--- src/rtl/pc_sequencer.sv ---
// Program-counter sequencer: hold/inc/jump/branch/call/ret with an internal return-address stack.
// Optional macro PC_LIMIT_EN: redirect out-of-range next pc to RESET_VEC and pulse fault.
module pc_sequencer #(
  parameter int unsigned AW        = 8,
  parameter int unsigned STEP      = 1,
  parameter int unsigned DEPTH     = 4,
  parameter int unsigned RESET_VEC = 0,
  parameter int unsigned LIMIT     = 255
) (
  input  logic          clk,
  input  logic          reset,
  input  logic          en,
  input  logic [2:0]    op,
  input  logic [AW-1:0] target,
  input  logic [AW-1:0] offset,
  output logic [AW-1:0] pc,
  output logic          stack_empty,
  output logic          stack_full,
  output logic          err,
  output logic          fault
);

  localparam int unsigned SPW = $clog2(DEPTH + 1);
  localparam int unsigned IW  = (DEPTH > 1) ? $clog2(DEPTH) : 1;

  localparam logic [AW-1:0]  RESET_PC = AW'(RESET_VEC);
  localparam logic [AW-1:0]  LIMIT_PC = AW'(LIMIT);
  localparam logic [AW-1:0]  STEP_PC  = AW'(STEP);
  localparam logic [SPW-1:0] SP_FULL  = SPW'(DEPTH);
  localparam logic [SPW-1:0] SP_ONE   = SPW'(1);

`ifdef PC_LIMIT_EN
  localparam bit LIMIT_EN = 1'b1;
`else
  localparam bit LIMIT_EN = 1'b0;
`endif

  typedef enum logic [2:0] {
    OP_HOLD   = 3'b000,
    OP_INC    = 3'b001,
    OP_JUMP   = 3'b010,
    OP_BRANCH = 3'b011,
    OP_CALL   = 3'b100,
    OP_RET    = 3'b101
  } op_e;

  logic [AW-1:0]  stack [DEPTH];
  logic [SPW-1:0] sp, sp_d;
  logic [AW-1:0]  pc_d, pc_calc;
  logic           push, err_d, fault_d;
  logic [IW-1:0]  wr_idx, rd_idx;

  assign wr_idx = IW'(sp);
  assign rd_idx = IW'(sp - SP_ONE);

  // NOTE: every signal written here gets a default first, so no path leaves one unassigned (no latch).
  always_comb begin
    pc_calc = pc;
    sp_d    = sp;
    push    = 1'b0;
    err_d   = 1'b0;
    fault_d = 1'b0;
    pc_d    = pc;
    if (en) begin
      unique case (op)
        OP_HOLD:   pc_calc = pc;
        OP_INC:    pc_calc = pc + STEP_PC;
        OP_JUMP:   pc_calc = target;
        OP_BRANCH: pc_calc = pc + offset;  // two's-complement add wraps naturally
        OP_CALL: begin
          pc_calc = target;
          if (sp == SP_FULL) begin
            err_d = 1'b1;
          end else begin
            push = 1'b1;
            sp_d = sp + SP_ONE;
          end
        end
        OP_RET: begin
          if (sp == '0) begin
            err_d = 1'b1;
          end else begin
            pc_calc = stack[rd_idx];
            sp_d    = sp - SP_ONE;
          end
        end
        default:   err_d = 1'b1;  // reserved ops behave as HOLD
      endcase
      pc_d = pc_calc;
      if (LIMIT_EN && (pc_calc > LIMIT_PC)) begin
        pc_d    = RESET_PC;
        fault_d = 1'b1;
      end
    end
  end

  // NOTE: sequential state uses non-blocking assignments so all registers update from pre-edge values.
  always_ff @(posedge clk) begin
    if (reset) begin
      pc          <= RESET_PC;
      sp          <= '0;
      stack_empty <= 1'b1;
      stack_full  <= 1'b0;
      err         <= 1'b0;
      fault       <= 1'b0;
    end else begin
      pc          <= pc_d;
      sp          <= sp_d;
      stack_empty <= (sp_d == '0);
      stack_full  <= (sp_d == SP_FULL);
      err         <= err_d;
      fault       <= fault_d;
    end
  end

  // NOTE: the stack array is not reset; sp alone defines which entries are valid.
  always_ff @(posedge clk) begin
    if (!reset && push) begin
      stack[wr_idx] <= pc + STEP_PC;
    end
  end

endmodule
--- config.mk ---
export PLATFORM = sky130hd
export DESIGN_NAME = pc_sequencer
export DESIGN_NICKNAME = d
export VERILOG_FILES = /design/src/rtl/pc_sequencer.sv
export SDC_FILE = /design/constraint.sdc
export NUM_CORES = 1
export LEC_CHECK = 0
export ABC_AREA = 0
export BUFFER_PORTS_ARGS = -buffer_cell sky130_fd_sc_hd__buf_4
export CORE_MARGIN = 2
export CORE_UTILIZATION = 50
export CTS_BUF_LIST = sky130_fd_sc_hd__clkbuf_8 sky130_fd_sc_hd__clkbuf_16
export DETAILED_ROUTE_END_ITERATION = 8
export PLACE_DENSITY = 0.68
export SYNTH_ARGS = -nofsm -noshare
export SYNTH_HDL_FRONTEND = slang
export SYNTH_SLANG_ARGS = --single-unit
--- constraint.sdc ---
create_clock -name clk -period 2.8 [get_ports clk]
set_input_delay 0.42 -clock clk [delete_from_list [all_inputs] [get_ports clk]]
set_output_delay 0.42 -clock clk [all_outputs]
set_load 0.02 [all_outputs]
## After elaboration in Yosys (flattened, before gate mapping)

Memory sizes are Yosys's and may differ from the RTL's.
Index checks and enable logic that the tools add are counted.

| storage, ports and cells | value |
|---|---|
| flip-flop bits (word level) | 14 |
| bits in writable memories | 32 |
| input bits | 22 |
| output and inout bits | 12 |
| memories | 1 |

| operators by class | value |
|---|---|
| add/subtract/negate cells | 4 |
| eq/ne operators | 8 |
| mux-type cells | 14 |
| bitwise logic cells | 1 |
| reductions and logical operators | 10 |

Memories:

| memory | words | width | read ports | clocked after Yosys merged registers in | write ports | line | RTL |
|---|---|---|---|---|---|---|---|
| stack | 4 | 8 | 1 | 0 | 1 | 47 | `logic [AW-1:0] stack [DEPTH];` |

Operator list:

| operator | number |
|---|---|
| $pmux 8 s4 | 1 |
| $eq 3x3->1 const B | 4 |
| $logic_not 3->1 | 3 |
| $mux 3 | 3 |
| $add 8x1->8 const B | 1 |
| $add 8x8->8 | 1 |
| $mux 8 | 1 |
| $mux 1 | 7 |
| $eq 3x2->1 const B | 2 |
| $pmux 3 s2 | 1 |
| $reduce_bool 4->1 | 1 |
| $reduce_or 2->1 | 2 |
| $reduce_or 4->1 | 1 |
| $add 3x1->3 const B | 1 |
| $eq 3x1->1 const B | 1 |
| $pmux 1 s3 | 1 |
| $reduce_and 3->1 | 1 |
| $sub 3x1->3 const B | 1 |
| $ne 2x2->1 const B | 1 |
| $logic_and 1x1->1 | 1 |
| $logic_not 1->1 | 1 |
| $not 1->1 | 1 |

## Longest topological paths before layout

Gate-level depths: netlist of run 1.

| depth | value |
|---|---|
| word-level depth | 7 |
| depth in mapped cells | 9 |
| mapped depth without buffers | 7 |

## Least setup slack after synthesis of run 1

OpenSTA, ideal clock, no wires.

| timing path | value |
|---|---|
| path type | register -> register |
| from | register pc[0] |
| to | register pc[6] |
| data arrival time | 2.026 ns |
| required time | 2.697 ns |
| slack | 0.670 ns |
| cell stages (with the launch flop) | 8 |
| buffers on the path | 0 |
| cells stage by stage | dfxtp_1 ha_1 fa_1 a211oi_1 o21ai_0 o41ai_1 a21oi_1 a2111oi_2 |

| between the ends | value |
|---|---|
| longest elaborated chain between the ends | 2 |
| elaborated cells between the ends (all ways) | 3 |
| classes of those cells | add/sub (2); mux (1) |

Ends and longest elaborated chain:

| what | line | RTL |
|---|---|---|
| start: declaration | 16 | `output logic [AW-1:0] pc,` |
| start signal: assignment | 107 | `pc <= pc_d;` |
| $add 8x8->8 or $add 8x1->8 (tied branches) | 69, 67 |  |
| $pmux 8 s4 (*) | 65 | `unique case (op)` |

Every way passes the cells marked *; elsewhere a longest branch is shown, timed or not.
A chain may end at the register's enable or synchronous reset.

## Worst setup path after layout of run 1

Ends and elaborated chain as after synthesis.

==> results of run 1 <==
[where the power goes]
part | total, uW | leakage, uW | internal (uW) | switching [uW]
combinational | 279 | 0.000738 | 123 | 156
clock | 436 | 0.0000506 | 187 | 249
sequential | 763 | 0.000409 | 744 | 18.9
total | 1480 | 0.00120 | 1050 | 424
[final cells by class]
type,instances,area share (%)
clock inverter,3,0.929
clock buffer,5,2.22
multi-input combinational,172,44.4
tap,70,2.83
timing repair buffer,35,8.48
sequential,46,40.0
inverter,9,1.09
[kinds of logic (layout without fill, tap and decap cells)]
family          Yosys count  count (layout)  share of synthesized area, %
simple gates             70              70                          13.6
compound gates           63              63                          17.1
flops                    46              46                          45.7
buf+inv                  19              52                          3.55
fa+ha+maj                14              14                          6.73
mux                      13              13                          9.54
xor+xnor                 11              11                          3.55
other cells               1               1                         0.138
[metrics by stage]
step                      setup slack (ns)  area (sq um)
final                                0.520          3100
after floorplan                      0.670          2710
after detailed placement             0.414          3000
after global placement               0.450          3000
after global routing                 0.324          3100
after CTS                            0.520          3100
[path summary, 6_finish.rpt]
path	startpoint	to	slack [ns]	depth (start not counted)
min reg2reg	pc[2]	pc[2]	0.60	2
max reg2reg	pc[0]	pc[6]	0.52	7
min	en	err	0.38	3
max	pc[0]	pc[6]	0.52	7
[state kept, by name, indices dropped and copies added (netlist names)]
name,count
stack,32
stack_full,1
pc,8
sp,3
err,1
stack_empty,1
[per-layer routing]
| layer | vias to the layer above | global-route usage, % |
|---|---|---|
| met5 | - | 0 |
| met1 | 961 | 27.8 |
| met4 | 0 | 5.18 |
| met3 | 2 | 4.07 |
| li1 | 980 | - |
| met2 | 38 | 33.0 |
[placed cells by master, fill, tap and decap left out, types with 3 or more instances in the layout]
| cell type | instances |
|---|---|
| buf_4 | 35 |
| edfxtp_1 | 32 |
| nor2_1 | 17 |
| dfxtp_1 | 14 |
| a21oi_1 | 13 |
| ha_1 | 13 |
| nand2_1 | 12 |
| inv_1 | 9 |
| o21ai_0 | 9 |
| a211oi_1 | 7 |
| xor2_1 | 6 |
| and2_1 | 6 |
| mux4_1 | 6 |
| nand3_1 | 5 |
| xnor2_1 | 5 |
| nand2b_1 | 5 |
| nor3_1 | 5 |
| clkbuf_8 | 5 |
| nand3b_1 | 4 |
| nor2b_1 | 4 |
| o211ai_1 | 3 |
| o221ai_1 | 3 |
| mux2i_1 | 3 |
[worst max-delay path, cell delays in order (launching register included)]
cell	delay, ns
dfxtp_1	0.40
ha_1	0.24
fa_1	0.43
a211oi_1	0.39
o21ai_0	0.14
o41ai_1	0.08
a21oi_1	0.14
a2111oi_2	0.37
==> metrics.md, run 1 <==
| Metric | Value |
|---|---|
| Unrepaired setup endpoints after global routing | `false` |
| Number of core rows | `26` |
| Detailed placer's ending HPWL | `4.20 mm` |
| 1st-iter DRT viols | `190` |
| Layout overhead on the synthesized area | `14.2%` |
| Cell area power density | `477 nW/um^2` |
| CTS tree | `built` |
| Total Nets Final | `305` |
| Top metal layer carrying routed signals | `met4` |
| Most used flip-flop cell after synthesis | `edfxtp_1` |
| Vias post-DR | `1,981` |
| Footprint of the flip-flops and latches | `1240 sq um` |
| Number of buffers inserted by hold repair at cts | `0` |
| Hold Fails Final Rpt | `0` |
| Required time at the worst-slack endpoint | `3.00 ns` |
| Depth of the CTS H-tree | `2` |
| Cells after Synth | `237` |
| M1 WL | `2.76 mm` |
| Max Transition Viols Final | `0` |
| Total congestion overflow after global routing | `0` |
| Min Clock Period, post-route | `2.28 ns` |
| Post-DRT Antenna Nets | `0` |
| Clock Skews | `0.00956 ns` |
| Top-level I/O count | `34` |
| Worst rel slew slack | `62.5%` |
| Number of antenna violations at the first check in global routing | `0` |
| CTS Buffer Depth | `2` |
| Share of final-layout standard cells stronger than drive strength 1 | `19.6%` |
| Status | `completed` |
| Critical-path maximum fanout | `7` |
| Crit path arrival time | `2.48 ns` |
| Total placed cells including tap cells | `332` |
| Cell accounting for the most synthesized area | `edfxtp_1` |
| Total track usage | `20.3%` |
| Worst-margin pin slew | `0.548 ns` |
| Total nets after synthesis | `273` |
| Smallest hold slack | `0.383 ns` |
| Filler cells | `441` |
| Reported max-cap violation count | `0` |
| Placeable core region | `5170 sq um` |
| Register clock-pin slew on the reported worst setup and hold paths | `0.10 ns` |
| Pin count of the biggest net entering global routing | `32` |
| Most common cell in the synthesized netlist | `edfxtp_1` |
| Die W | `77.7 um` |
| Number of buffers added on ports | `32` |
| Count of cells resized by post-cts repair | `0` |
| Die area | `6030 sq um` |
| Leakage power summed over all cells | `0.00120 uW` |
| Syn Std Cell Area | `2710 sq um` |
| Startpoint type of the worst setup path | `flip-flop` |
| Clock network latency to the later pin of the worst-skew pair | `0.30 ns` |
| Post-synthesis average cell area | `11.5 sq um` |
| Number of storage elements in the synthesis netlist | `46` |
| Met3 Routed Length | `189 um` |
| Final cycle utilization of the critical path | `81.4%` |
| Kind of path behind the tightest hold check | `in -> reg` |
| Area of the multi-input gates | `1380 sq um` |
| Kind of critical path | `reg -> reg` |
| Final setup violation count | `0` |
| Clock Sink Count | `46` |
| Inserted Clock Buffers | `5` |
| Number of diodes | `0` |
| Number of synthesis warnings | `0` |
| Final cell utilization of the core | `59.9%` |
| Postcts setup bufs | `0` |
| Synth cell types | `62` |
| Cell types with the highest counts after synthesis | `edfxtp_1, nor2_1, dfxtp_1` |
| Initial core utilization | `52.5%` |
| Vias in the first global route | `1,874` |
| EDFF count, synth | `32` |
| Global-route wire length before repair | `9.40 mm` |
| Wire per inst | `17.0 um` |
| Async SR Flop Fraction | `0%` |
| Maximum vdd ir drop | `0.394 mV` |
| Top cells by area in the synthesized netlist | `edfxtp_1, dfxtp_1, ha_1` |
| Number of non-filler instances in the completed layout | `340` |
| Routed vias/inst | `5.83` |
| Drc violations | `0` |
| First-pass iteration count of the detailed router | `4` |
| Routability cong. | `0.797` |
| PnR Total Power | `1480 uW` |
| DR WL met2 | `2.82 mm` |
| Buffer cell driving the clock tree root | `clkbuf_8` |
| Die height | `77.7 um` |
| Synth top area share | `35.4%` |
| Total length of routed wires | `5.80 mm` |
| Achievable Freq | `439 MHz` |
| Kind of end point of the critical path | `flip-flop` |
| Sequential share of the synthesized area | `45.7%` |
| Setup TNS Final | `0 ns` |
No activity file was read; power rests on OpenSTA's default activity.
==> inputs of run 2 (changes only) <==
clock period = 2.1 ns   (was 2.8 ns; I/O delays follow)
==> run 2 against run 1 <==
  * Non-clock buffer count rose by 27
  * Sequential share of layout area fell by 2.9 points
  * Cell area rose by 7.7%
  * Sequential power rose by 31%
  * Fmax rose by 16%
  * Setup slack got worse by 0.38 ns
  * Routed wire length rose by 5.6%
  * Via count rose by 3.1%
  * Clock skew rose by 0.0025 ns
  * Register-to-register slack got worse by 0.38 ns
  * Count of clock-buffer cells in the layout did not move
  * Critical path type unchanged
  * Largest power group unchanged
  * Highest routed layer unchanged
==> metrics.md, run 2 (synthesized netlist as in run 1, its figures left out) <==
| Metric | Value |
|---|---|
| Final setup violation count | `0 (unchanged)` |
| 1st-iter DRT viols | `167 (-12%)` |
| Postcts setup bufs | `0 (unchanged)` |
| M1 WL | `2.90 mm (+4.8%)` |
| Hold Fails Final Rpt | `0 (unchanged)` |
| Drc violations | `0 (unchanged)` |
| Vias post-DR | `2,043 (+3.1%)` |
| Final cycle utilization of the critical path | `93.4% (+12 points)` |
| Number of core rows | `26 (unchanged)` |
| Kind of end point of the critical path | `flip-flop` |
| Status | `completed` |
| Die W | `77.7 um (unchanged)` |
| Top-level I/O count | `34 (unchanged)` |
| Inserted Clock Buffers | `5 (unchanged)` |
| CTS Buffer Depth | `2 (unchanged)` |
| Flip-flop count of the largest register after layout | `32 (unchanged)` |
| Final cell utilization of the core | `64.5% (+4.6 points)` |
| Number of buffers added on ports | `32 (unchanged)` |
| Leakage power summed over all cells | `0.00134 uW (+12%)` |
| Kind of critical path | `reg -> reg` |
| Placeable core region | `5170 sq um (unchanged)` |
| Critical-path maximum fanout | `3 (-4)` |
| Buffer cell driving the clock tree root | `clkbuf_8` |
| Total non-filler cell area in the finished layout | `3340 sq um (+7.7%)` |
| Maximum vdd ir drop | `0.414 mV (+5.1%)` |
| Die area | `6030 sq um (unchanged)` |
| Global-route wire length before repair | `10.1 mm (+7.1%)` |
| Layout overhead on the synthesized area | `23.0%` |
| Unrepaired setup endpoints after global routing | `false` |
| Reported max-cap violation count | `0 (unchanged)` |
| Post-DP Area | `3230 sq um (+7.8%)` |
| Startpoint type of the worst setup path | `flip-flop` |
| Vias in the first global route | `1,937 (+3.4%)` |
| Required time at the worst-slack endpoint | `2.31 ns (-0.69 ns)` |
| Routed vias/inst | `5.57 (-4.5%)` |
| Number of diodes | `0 (unchanged)` |
| Number of buffers inserted by hold repair at cts | `0 (unchanged)` |
| CTS tree | `built` |
| Number of antenna violations at the first check in global routing | `0 (unchanged)` |
| Pin count of the biggest net entering global routing | `22 (-31%)` |
| Die height | `77.7 um (unchanged)` |
| Routability cong. | `0.893 (+12%)` |
| Share of final-layout standard cells stronger than drive strength 1 | `28.3% (+8.7 points)` |
| Count of cells resized by post-cts repair | `0 (unchanged)` |
| Total track usage | `22.0% (+1.7 points)` |
| First-pass iteration count of the detailed router | `4 (unchanged)` |
| DR WL met2 | `2.92 mm (+3.3%)` |
| Depth of the CTS H-tree | `2 (unchanged)` |
| Total Nets Final | `332 (+8.9%)` |
| Top metal layer carrying routed signals | `met4` |
| Smallest hold slack | `0.279 ns (-0.104 ns)` |
| Total congestion overflow after global routing | `0 (unchanged)` |
| Detailed placer's ending HPWL | `4.67 mm (+11%)` |
| Post-placement worst setup slack | `-0.0563 ns (-0.471 ns)` |
| Total length of routed wires | `6.12 mm (+5.6%)` |
| Clock Skews | `0.0120 ns (+0.00245 ns)` |
| Min Clock Period, post-route | `1.96 ns (-0.320 ns)` |
| Register clock-pin slew on the reported worst setup and hold paths | `0.10 ns (about the same)` |
| Max Transition Viols Final | `0 (unchanged)` |
| Commonest cells after routing, fill and taps aside | `buf_4, edfxtp_1, nor2_1` |
| Achievable Freq | `510 MHz (+16%)` |
| Initial core utilization | `52.5% (unchanged)` |
| Clock network latency to the later pin of the worst-skew pair | `0.31 ns (about the same)` |
| Met3 Routed Length | `229 um (+21%)` |
| Most common cell after layout, fill and taps aside | `buf_4` |
| Filler cells | `410 (-7.0%)` |
| Post-DRT Antenna Nets | `0 (unchanged)` |
| Kind of path behind the tightest hold check | `in -> reg` |
| Register with the most flip-flops | `stack` |
| Clock Sink Count | `46 (unchanged)` |
| Final worst slack | `0.139 ns (-0.380 ns)` |
| Biggest registers after layout | `stack (32), pc (8), sp (3)` |
| Crit path arrival time | `2.17 ns (-0.31 ns)` |
| Wire per inst | `16.7 um (-2.1%)` |
| PnR Total Power | `2030 uW (+37%)` |
| Cell area power density | `608 nW/um^2 (+27%)` |
-- run 2: cell types whose count changed in the layout (fill, tap and decap cells not counted) --
cell / delta
a211oi_1: -1
a211oi_2: +1
and3_1: -1
and3_2: +1
buf_12: +2
buf_4: +25
clkinv_4: -1
clkinvlp_4: +1
fa_1: -1
fa_2: +1
ha_1: -1
ha_2: +1
-- run 2: power breakdown --
| part | switching, uW | internal (uW) | total [uW] |
|---|---|---|---|
| clock | 338 | 247 | 585 |
| sequential | 11.8 | 992 | 1000 |
| combinational | 234 | 205 | 439 |
| total | 584 | 1440 | 2030 |
-- run 2: final timing paths --
| check | end | slack (ns) | startpoint | depth (start not counted) |
|---|---|---|---|---|
| hold / removal | err | 0.28 | en | 3 |
| setup / recovery | pc[6] | 0.14 | pc[0] | 7 |
| setup reg to reg | pc[6] | 0.14 | pc[0] | 7 |
| hold reg to reg | pc[1] | 0.57 | pc[1] | 2 |
-- run 2: final cells by class --
type	instances	area [sq um]	share of cell area, %
clock inverter	3	27.5	0.825
timing repair buffer	62	490	14.7
inverter	9	33.8	1.01
multi-input combinational	172	1390	41.6
clock buffer	5	68.8	2.06
sequential	46	1240	37.2
tap	70	87.6	2.62
-- run 2: critical path, stage by stage (launching register included) --
cell,delay [ns]
dfxtp_1,0.33
ha_1,0.21
fa_2,0.38
a211oi_2,0.27
o21ai_0,0.12
o41ai_1,0.08
a21oi_1,0.13
a2111oi_2,0.35
-- run 2: metrics by stage --
stage               std cells  setup TNS [ns]
floorplan                 237               0
global placement          359         -0.0165
detailed placement        359         -0.0871
CTS                       367               0
global route              367               0
finish                    367               0
-- run 2: metal layers --
layer,GRT usage (%),up-vias
met5,0,-
met4,6.96,0
met3,3.95,6
met2,35.7,43
met1,30.0,971
li1,-,1023
